===== src/rtl/spi_adc_pkg.sv =====
// Shared definitions for the SPI ADC scanner: FSM state codes, pad mask and parameter checks.
// Latency: n/a (compile-time constants and functions only).
// Backpressure: n/a.
package spi_adc_pkg;

  typedef logic [2:0] state_t;

  localparam state_t ST_IDLE  = 3'd0;
  localparam state_t ST_SETUP = 3'd1;
  localparam state_t ST_SHIFT = 3'd2;
  localparam state_t ST_HOLD  = 3'd3;
  localparam state_t ST_DONE  = 3'd4;
  localparam state_t ST_QUIET = 3'd5;

  // Widest frame the pad-mask helper can describe.
  localparam int MAX_FRAME_W = 64;

  // Bits of the frame that lie outside the data field; a 1 there means the ADC misbehaved.
  function automatic logic [MAX_FRAME_W-1:0] pad_mask(input int frame_w, input int data_w,
                                                      input int data_lsb);
    logic [MAX_FRAME_W-1:0] m;
    m = '0;
    for (int i = 0; i < MAX_FRAME_W; i++) begin
      if ((i < frame_w) && ((i < data_lsb) || (i >= data_lsb + data_w))) begin
        m[i] = 1'b1;
      end
    end
    return m;
  endfunction

  // Counter width able to hold 0..max_count, never narrower than one bit.
  function automatic int cnt_w(input int max_count);
    int w;
    w = $clog2(max_count + 1);
    return (w < 1) ? 1 : w;
  endfunction

  // Parameter sanity: field must fit in the frame and SCK needs at least two cycles per half.
  function automatic bit cfg_ok(input int frame_w, input int data_w, input int data_lsb,
                                input int clk_div, input int n_ch, input int quiet,
                                input int period);
    return (data_w >= 1) && (data_lsb >= 0) && (data_lsb + data_w <= frame_w) &&
           (frame_w >= 2) && (frame_w <= MAX_FRAME_W) && (clk_div >= 2) &&
           (n_ch >= 1) && (n_ch <= 8) && (quiet >= 2) && (period >= 1);
  endfunction

endpackage


===== src/rtl/spi_sck_gen.sv =====
// SCK generator: low half then high half per bit, rise strobe at the end of each low half.
// Latency: sck drops in the first enabled cycle; last_o fires in the final cycle of bit FRAME_W-1.
// Backpressure: none; counters clear whenever en_i is low, so sck_o idles high.
module spi_sck_gen
  import spi_adc_pkg::*;
#(
  parameter int CLK_DIV = 500,
  parameter int FRAME_W = 16
) (
  input  logic clk_i,
  input  logic rst_i,
  input  logic en_i,
  output logic sck_o,
  output logic rise_o,
  output logic last_o
);

  localparam int DIV_W = cnt_w(CLK_DIV - 1);
  localparam int BIT_W = cnt_w(FRAME_W - 1);

  logic [DIV_W-1:0] div_q, div_d;
  logic [BIT_W-1:0] bit_q, bit_d;
  logic             phase_q, phase_d;   // 0 = low half, 1 = high half
  logic             half_end;

  assign half_end = (div_q == DIV_W'(CLK_DIV - 1));

  // The rising SCK edge coincides with the clk edge that closes the low half.
  assign sck_o  = ~en_i | phase_q;
  assign rise_o = en_i & ~phase_q & half_end;
  assign last_o = en_i & phase_q & half_end & (bit_q == BIT_W'(FRAME_W - 1));

  // Next-state for the half-period counter, phase and bit counter.
  always_comb begin
    div_d   = div_q;
    bit_d   = bit_q;
    phase_d = phase_q;
    if (!en_i) begin
      div_d   = '0;
      bit_d   = '0;
      phase_d = 1'b0;
    end else if (half_end) begin
      div_d   = '0;
      phase_d = ~phase_q;
      if (phase_q) begin
        bit_d = bit_q + BIT_W'(1);
      end
    end else begin
      div_d = div_q + DIV_W'(1);
    end
  end

  // Counter registers with synchronous reset.
  always_ff @(posedge clk_i) begin
    if (rst_i) begin
      div_q   <= '0;
      bit_q   <= '0;
      phase_q <= 1'b0;
    end else begin
      div_q   <= div_d;
      bit_q   <= bit_d;
      phase_q <= phase_d;
    end
  end

endmodule


===== src/rtl/spi_adc_scanner.sv =====
// Read-only SPI master scanning N_CH ADC chip selects; extracts a data field and flags pad bits.
// Latency: 1 + CLK_DIV*(2*FRAME_W+2) cycles from start/cont in IDLE to the valid_po pulse.
// Backpressure: none; start_pi outside IDLE is dropped, results are a one-cycle strobe.
module spi_adc_scanner
  import spi_adc_pkg::*;
#(
  parameter  int FRAME_W  = 16,
  parameter  int DATA_W   = 8,
  parameter  int DATA_LSB = 4,
  parameter  int N_CH     = 1,
  parameter  int CLK_DIV  = 500,
  parameter  int QUIET    = 50,
  parameter  int PERIOD   = 100000,
  localparam int CH_W     = (N_CH > 1) ? $clog2(N_CH) : 1
) (
  input  logic              clk_pi,
  input  logic              rst_pi,
  input  logic              start_pi,
  input  logic              cont_pi,
  input  logic              miso_pi,
  output logic              sck_po,
  output logic [N_CH-1:0]   cs_po,
  output logic              busy_po,
  output logic              valid_po,
  output logic [DATA_W-1:0] data_po,
  output logic [CH_W-1:0]   ch_po,
  output logic              pad_err_po
);

  if (!cfg_ok(FRAME_W, DATA_W, DATA_LSB, CLK_DIV, N_CH, QUIET, PERIOD)) begin : g_cfg_err
    $error("spi_adc_scanner: illegal parameter combination");
  end

  localparam int CNT_W = cnt_w((CLK_DIV > QUIET) ? CLK_DIV : QUIET);
  localparam int PER_W = cnt_w(PERIOD);
  localparam logic [FRAME_W-1:0] PAD_MASK = FRAME_W'(pad_mask(FRAME_W, DATA_W, DATA_LSB));

  state_t             state_q, state_d;
  logic [CNT_W-1:0]   cnt_q, cnt_d;
  logic [PER_W-1:0]   per_q, per_d;
  logic               cont_q, cont_d;
  logic [CH_W-1:0]    ch_q, ch_d;
  logic [FRAME_W-1:0] shreg_q, shreg_d;
  logic [DATA_W-1:0]  data_q, data_d;
  logic [CH_W-1:0]    chout_q, chout_d;
  logic               pad_q, pad_d;

  logic sck_rise, frame_last, div_last, per_due, frame_act;

  assign div_last  = (cnt_q == CNT_W'(CLK_DIV - 1));
  assign per_due   = (per_q >= PER_W'(PERIOD - 1));
  assign frame_act = (state_q == ST_SETUP) || (state_q == ST_SHIFT) || (state_q == ST_HOLD);

  spi_sck_gen #(
    .CLK_DIV(CLK_DIV),
    .FRAME_W(FRAME_W)
  ) u_sck_gen (
    .clk_i (clk_pi),
    .rst_i (rst_pi),
    .en_i  (state_q == ST_SHIFT),
    .sck_o (sck_po),
    .rise_o(sck_rise),
    .last_o(frame_last)
  );

  assign busy_po    = (state_q != ST_IDLE);
  assign valid_po   = (state_q == ST_DONE);
  assign data_po    = data_q;
  assign ch_po      = chout_q;
  assign pad_err_po = pad_q;

  // Only the selected channel's CS goes low, and only while a frame is on the wire.
  always_comb begin
    cs_po = '1;
    for (int i = 0; i < N_CH; i++) begin
      cs_po[i] = ~(frame_act && (ch_q == CH_W'(i)));
    end
  end

  // Frame sequencer: IDLE -> SETUP -> SHIFT -> HOLD -> DONE -> QUIET -> (IDLE | SETUP).
  always_comb begin
    state_d = state_q;
    cnt_d   = cnt_q;
    cont_d  = cont_q;
    ch_d    = ch_q;
    shreg_d = shreg_q;
    data_d  = data_q;
    chout_d = chout_q;
    pad_d   = pad_q;
    // Period counter saturates so a long frame cannot wrap it back below PERIOD-1.
    per_d   = per_due ? per_q : per_q + PER_W'(1);
    case (state_q)
      ST_IDLE: begin
        if (start_pi || cont_pi) begin
          state_d = ST_SETUP;
          cont_d  = cont_pi;
          cnt_d   = '0;
          per_d   = '0;
        end
      end
      ST_SETUP: begin
        if (div_last) begin
          state_d = ST_SHIFT;
          cnt_d   = '0;
        end else begin
          cnt_d = cnt_q + CNT_W'(1);
        end
      end
      ST_SHIFT: begin
        if (sck_rise) begin
          shreg_d = {shreg_q[FRAME_W-2:0], miso_pi};
        end
        if (frame_last) begin
          state_d = ST_HOLD;
          cnt_d   = '0;
        end
      end
      ST_HOLD: begin
        if (div_last) begin
          state_d = ST_DONE;
          cnt_d   = '0;
          data_d  = shreg_q[DATA_LSB +: DATA_W];
          pad_d   = |(shreg_q & PAD_MASK);
          chout_d = ch_q;
        end else begin
          cnt_d = cnt_q + CNT_W'(1);
        end
      end
      ST_DONE: begin
        // CS is already high here, so DONE is the first cycle of the inter-frame gap.
        state_d = ST_QUIET;
        cnt_d   = CNT_W'(1);
        ch_d    = (ch_q == CH_W'(N_CH - 1)) ? '0 : ch_q + CH_W'(1);
      end
      ST_QUIET: begin
        if (cnt_q >= CNT_W'(QUIET - 1)) begin
          if (!cont_q) begin
            state_d = ST_IDLE;
          end else if (per_due) begin
            state_d = ST_SETUP;
            cnt_d   = '0;
            per_d   = '0;
          end
        end else begin
          cnt_d = cnt_q + CNT_W'(1);
        end
      end
      default: state_d = ST_IDLE;
    endcase
  end

  // State and datapath registers; reset wins in every state, including mid-frame.
  always_ff @(posedge clk_pi) begin
    if (rst_pi) begin
      state_q <= ST_IDLE;
      cnt_q   <= '0;
      per_q   <= '0;
      cont_q  <= 1'b0;
      ch_q    <= '0;
      shreg_q <= '0;
      data_q  <= '0;
      chout_q <= '0;
      pad_q   <= 1'b0;
    end else begin
      state_q <= state_d;
      cnt_q   <= cnt_d;
      per_q   <= per_d;
      cont_q  <= cont_d;
      ch_q    <= ch_d;
      shreg_q <= shreg_d;
      data_q  <= data_d;
      chout_q <= chout_d;
      pad_q   <= pad_d;
    end
  end

endmodule

===== config.mk =====
export PLATFORM = sky130hd
export DESIGN_NAME = spi_adc_scanner
export DESIGN_NICKNAME = d
export VERILOG_FILES = /design/src/rtl/spi_adc_pkg.sv /design/src/rtl/spi_sck_gen.sv /design/src/rtl/spi_adc_scanner.sv
export SDC_FILE = /design/constraint.sdc
export NUM_CORES = 1
export LEC_CHECK = 0
export BUFFER_PORTS_ARGS = -buffer_cell sky130_fd_sc_hd__buf_2
export CORE_ASPECT_RATIO = 0.5
export CORE_MARGIN = 1
export CORE_UTILIZATION = 30
export DETAILED_ROUTE_END_ITERATION = 6
export PLACE_DENSITY = 0.54
export SLEW_MARGIN = 20
export SYNTH_ARGS = -nofsm -noshare
export SYNTH_HDL_FRONTEND = slang
export SYNTH_SLANG_ARGS = --single-unit

===== constraint.sdc =====
create_clock -name clk_pi -period 4 [get_ports clk_pi]
set_input_delay 0.4 -clock clk_pi [delete_from_list [all_inputs] [get_ports clk_pi]]
set_output_delay 0.4 -clock clk_pi [all_outputs]
set_load 0.02 [all_outputs]

==> reports/metrics.yaml <==
run_status:
  status: "finished clean"
layout:
  utilization_pct: 36.0
  layout_commonest_cell: "dfxtp_1"
  area_growth_syn_to_layout_pct: 15.1
  multi_input_area_um2: 1750
  diodes: 0
  final_cell_mix: "dfxtp_1 (69), nand2_1 (56), nor2_1 (46)"
  regArea_um2: 1380
  drive_gt1_share_pct: 11.0
  fill_cells: 1080
  final_nets: 406
routing:
  ant_nets: 0
  drt_wl_total_mm: 6.51
  drc: 0
  wl_per_cell_um: 12.1
  vias: 2617
  drtIter0Drc: 112
  drt_first_pass_iters: 4
  via_per_inst: 4.86
power:
  irDropWorstVdd_uv: 238
  p_leak_nw: 1.25
  power_mw: 1.53
  p_per_area_nw_per_um2: 410
sta:
  max_slew_margin_pct: 49.8
  finalClockSkew_ns: 0.00572
  hold_viol_final: 0
  rsz0062_at_grt: "no"
  holdWs_ns: 0.333
  period_share_pct: 64.0
  fmax_mhz: 391
  tightest_slew_ns: 0.746
  fin_setup_tns_ns: 0
  setup_violations: 0
  period_needed_ns: 2.56
  drv_slew: 0
critical_path:
  required_ns: 4.20
  critical_path_arrival_ns: 2.76
  crit_type: "flop to flop"
  ff2ff_path_depth: 6
  critPathLaunchType: "flop"
  critPathMaxFanout: 10
  crit_path_end_kind: "flop"
floorplan:
  core_area_um2: 10400
  die_x_um: 149
  fp.dieArea_um2: 11300
  die_h_um: 75.6
  initial_utilization_pct: 31.3
  io_pins: 19
  core.rowCount: 26
cts:
  cts_setup_buffers: 0
  worstSkewPairLatency_ns: 0.33
  root_buffer: "clkbuf_16"
  postCtsHoldBufs: 0
  cts.sinks: 69
  clockBufferDepth: 2
  cts_buffers: 9
  cts_tree: "built"
  post_cts_resized: 0
  htree_levels: 3
  clk_pin_slew_worst_paths_ns: 0.06
yosys:
  synth-seq-cells: 69
  ys_seq_area_share_pct: 42.5
  yosys_warnings: 0
  netlist.area_leader.share_pct: 42.5
  synth-edff-count: 0
  avgSynthCellArea_um2: 8.44
  yosysTopAreaCell: "dfxtp_1"
  synthCells: 385
  syn_nets: 396
  synth_top_cells_by_area: "dfxtp_1 (43%), nand2_1 (6.5%), nor2_1 (5.3%), a21oi_1 (5.1%), xnor2_1 (3.8%)"
  synth_top_flop_cell: "dfxtp_1"
  synth.cell_area_um2: 3250
  synthArstFlopShare_pct: 0
  synth_cell_types: 53
min_path:
  holdPathStages: 3
  min_path_type: "primary input to flop"
grt:
  grt_pass1_vias: 2442
  grt_overflow: 0
  antenna_found_initial: 0
  grt_usage_pct: 12.6
  grt_max_degree: 40
  grt_pass1_wl_mm: 11.4
run:
  cap_violations: 0
placed_design:
  gp_congestion: 0.775
  portBuffers: 17
  dp.final_hpwl_mm: 4.36
where the power goes:
group	internal (mW)	leakage, nW	switching [mW]
combinational	0.0208	0.554	0.0371
clock	0.478	0.141	0.294
sequential	0.693	0.557	0.00948
total	1.19	1.25	0.341
Yosys cell counts, types with 2 or more instances:
library cell  instances
nand3_1              14
o2111ai_1             2
a21o_1                3
mux2i_1              10
a41o_1                2
nand2_1              56
a31oi_1               2
ha_1                  6
o211ai_1              2
a311oi_1              7
dfxtp_1              69
and4_1                2
and3_1                6
xor2_1                7
o31ai_1               5
or4_1                 4
nor4_1                6
buf_2                 3
xnor2_1              14
a211oi_1              5
nand4_1               3
clkbuf_1             13
o32ai_1               2
and2_1                4
nand2b_1              3
or3_1                 3
nand3b_1              3
o21ai_0               6
buf_4                 3
nor3_1                4
a2111oi_0             3
a21oi_1              33
or2_2                 2
nor2_1               46
a41oi_1               2
inv_1                13
routing by layer:
metal	wire [um]	track usage [%]	vias up
li1	-	-	1384
met4	80	4.08	0
met1	3400	15.7	1207
met5	0	0	-
met2	2870	21.2	19
met3	151	3.77	7
final timing paths:
kind             start  slack (ns)         end
max           cnt_q[0]        1.44  pad_err_po
min            miso_pi        0.33  shreg_q[0]
max reg2reg   cnt_q[0]        1.44  pad_err_po
min reg2reg  per_q[16]        0.46   per_q[16]
worst max-delay path, stage by stage (launching register included):
cell	delay [ns]
dfxtp_1	0.43
ha_1	0.25
nand4_1	0.10
nor4_1	0.58
and4b_1	0.75
and3_1	0.27
nor3_1	0.05
metrics by stage:
step | cell area [um^2] | setup WS (ns) | cells
after floorplan | 3250 | 1.82 | 385
after detailed placement | 3440 | 1.59 | 524
after CTS | 3730 | 1.58 | 539
final | 3740 | 1.44 | 539
after global placement | 3440 | 1.59 | 524
after global routing | 3740 | 1.28 | 539
flip-flops by register name, summed over array words and instances, names as in the netlist:
name,flops
cnt_q,9
per_q,17
shreg_q,16
data_po,8
state_q,3
u_sck_gen.div_q,9
u_sck_gen.phase_q,1
u_sck_gen.bit_q,4
pad_err_po,1
cont_q,1
area by class of cell:
type | instances | area share (%)
repair buffers | 18 | 2.48
multi-input cells | 284 | 46.8
clock buffers | 9 | 6.02
inverters | 13 | 1.31
clock inverters | 6 | 1.74
well taps | 140 | 4.69
flip-flops and latches | 69 | 36.9
kinds of logic after synthesis:
logic type      synth area share (%)
flops                           42.5
fa+ha+maj                       2.31
mux                             3.08
simple gates                    24.1
xor+xnor                        5.66
compound gates                  18.1
buf+inv                         4.16
other cells                    0.115
No activity file was read; power rests on OpenSTA's default activity.
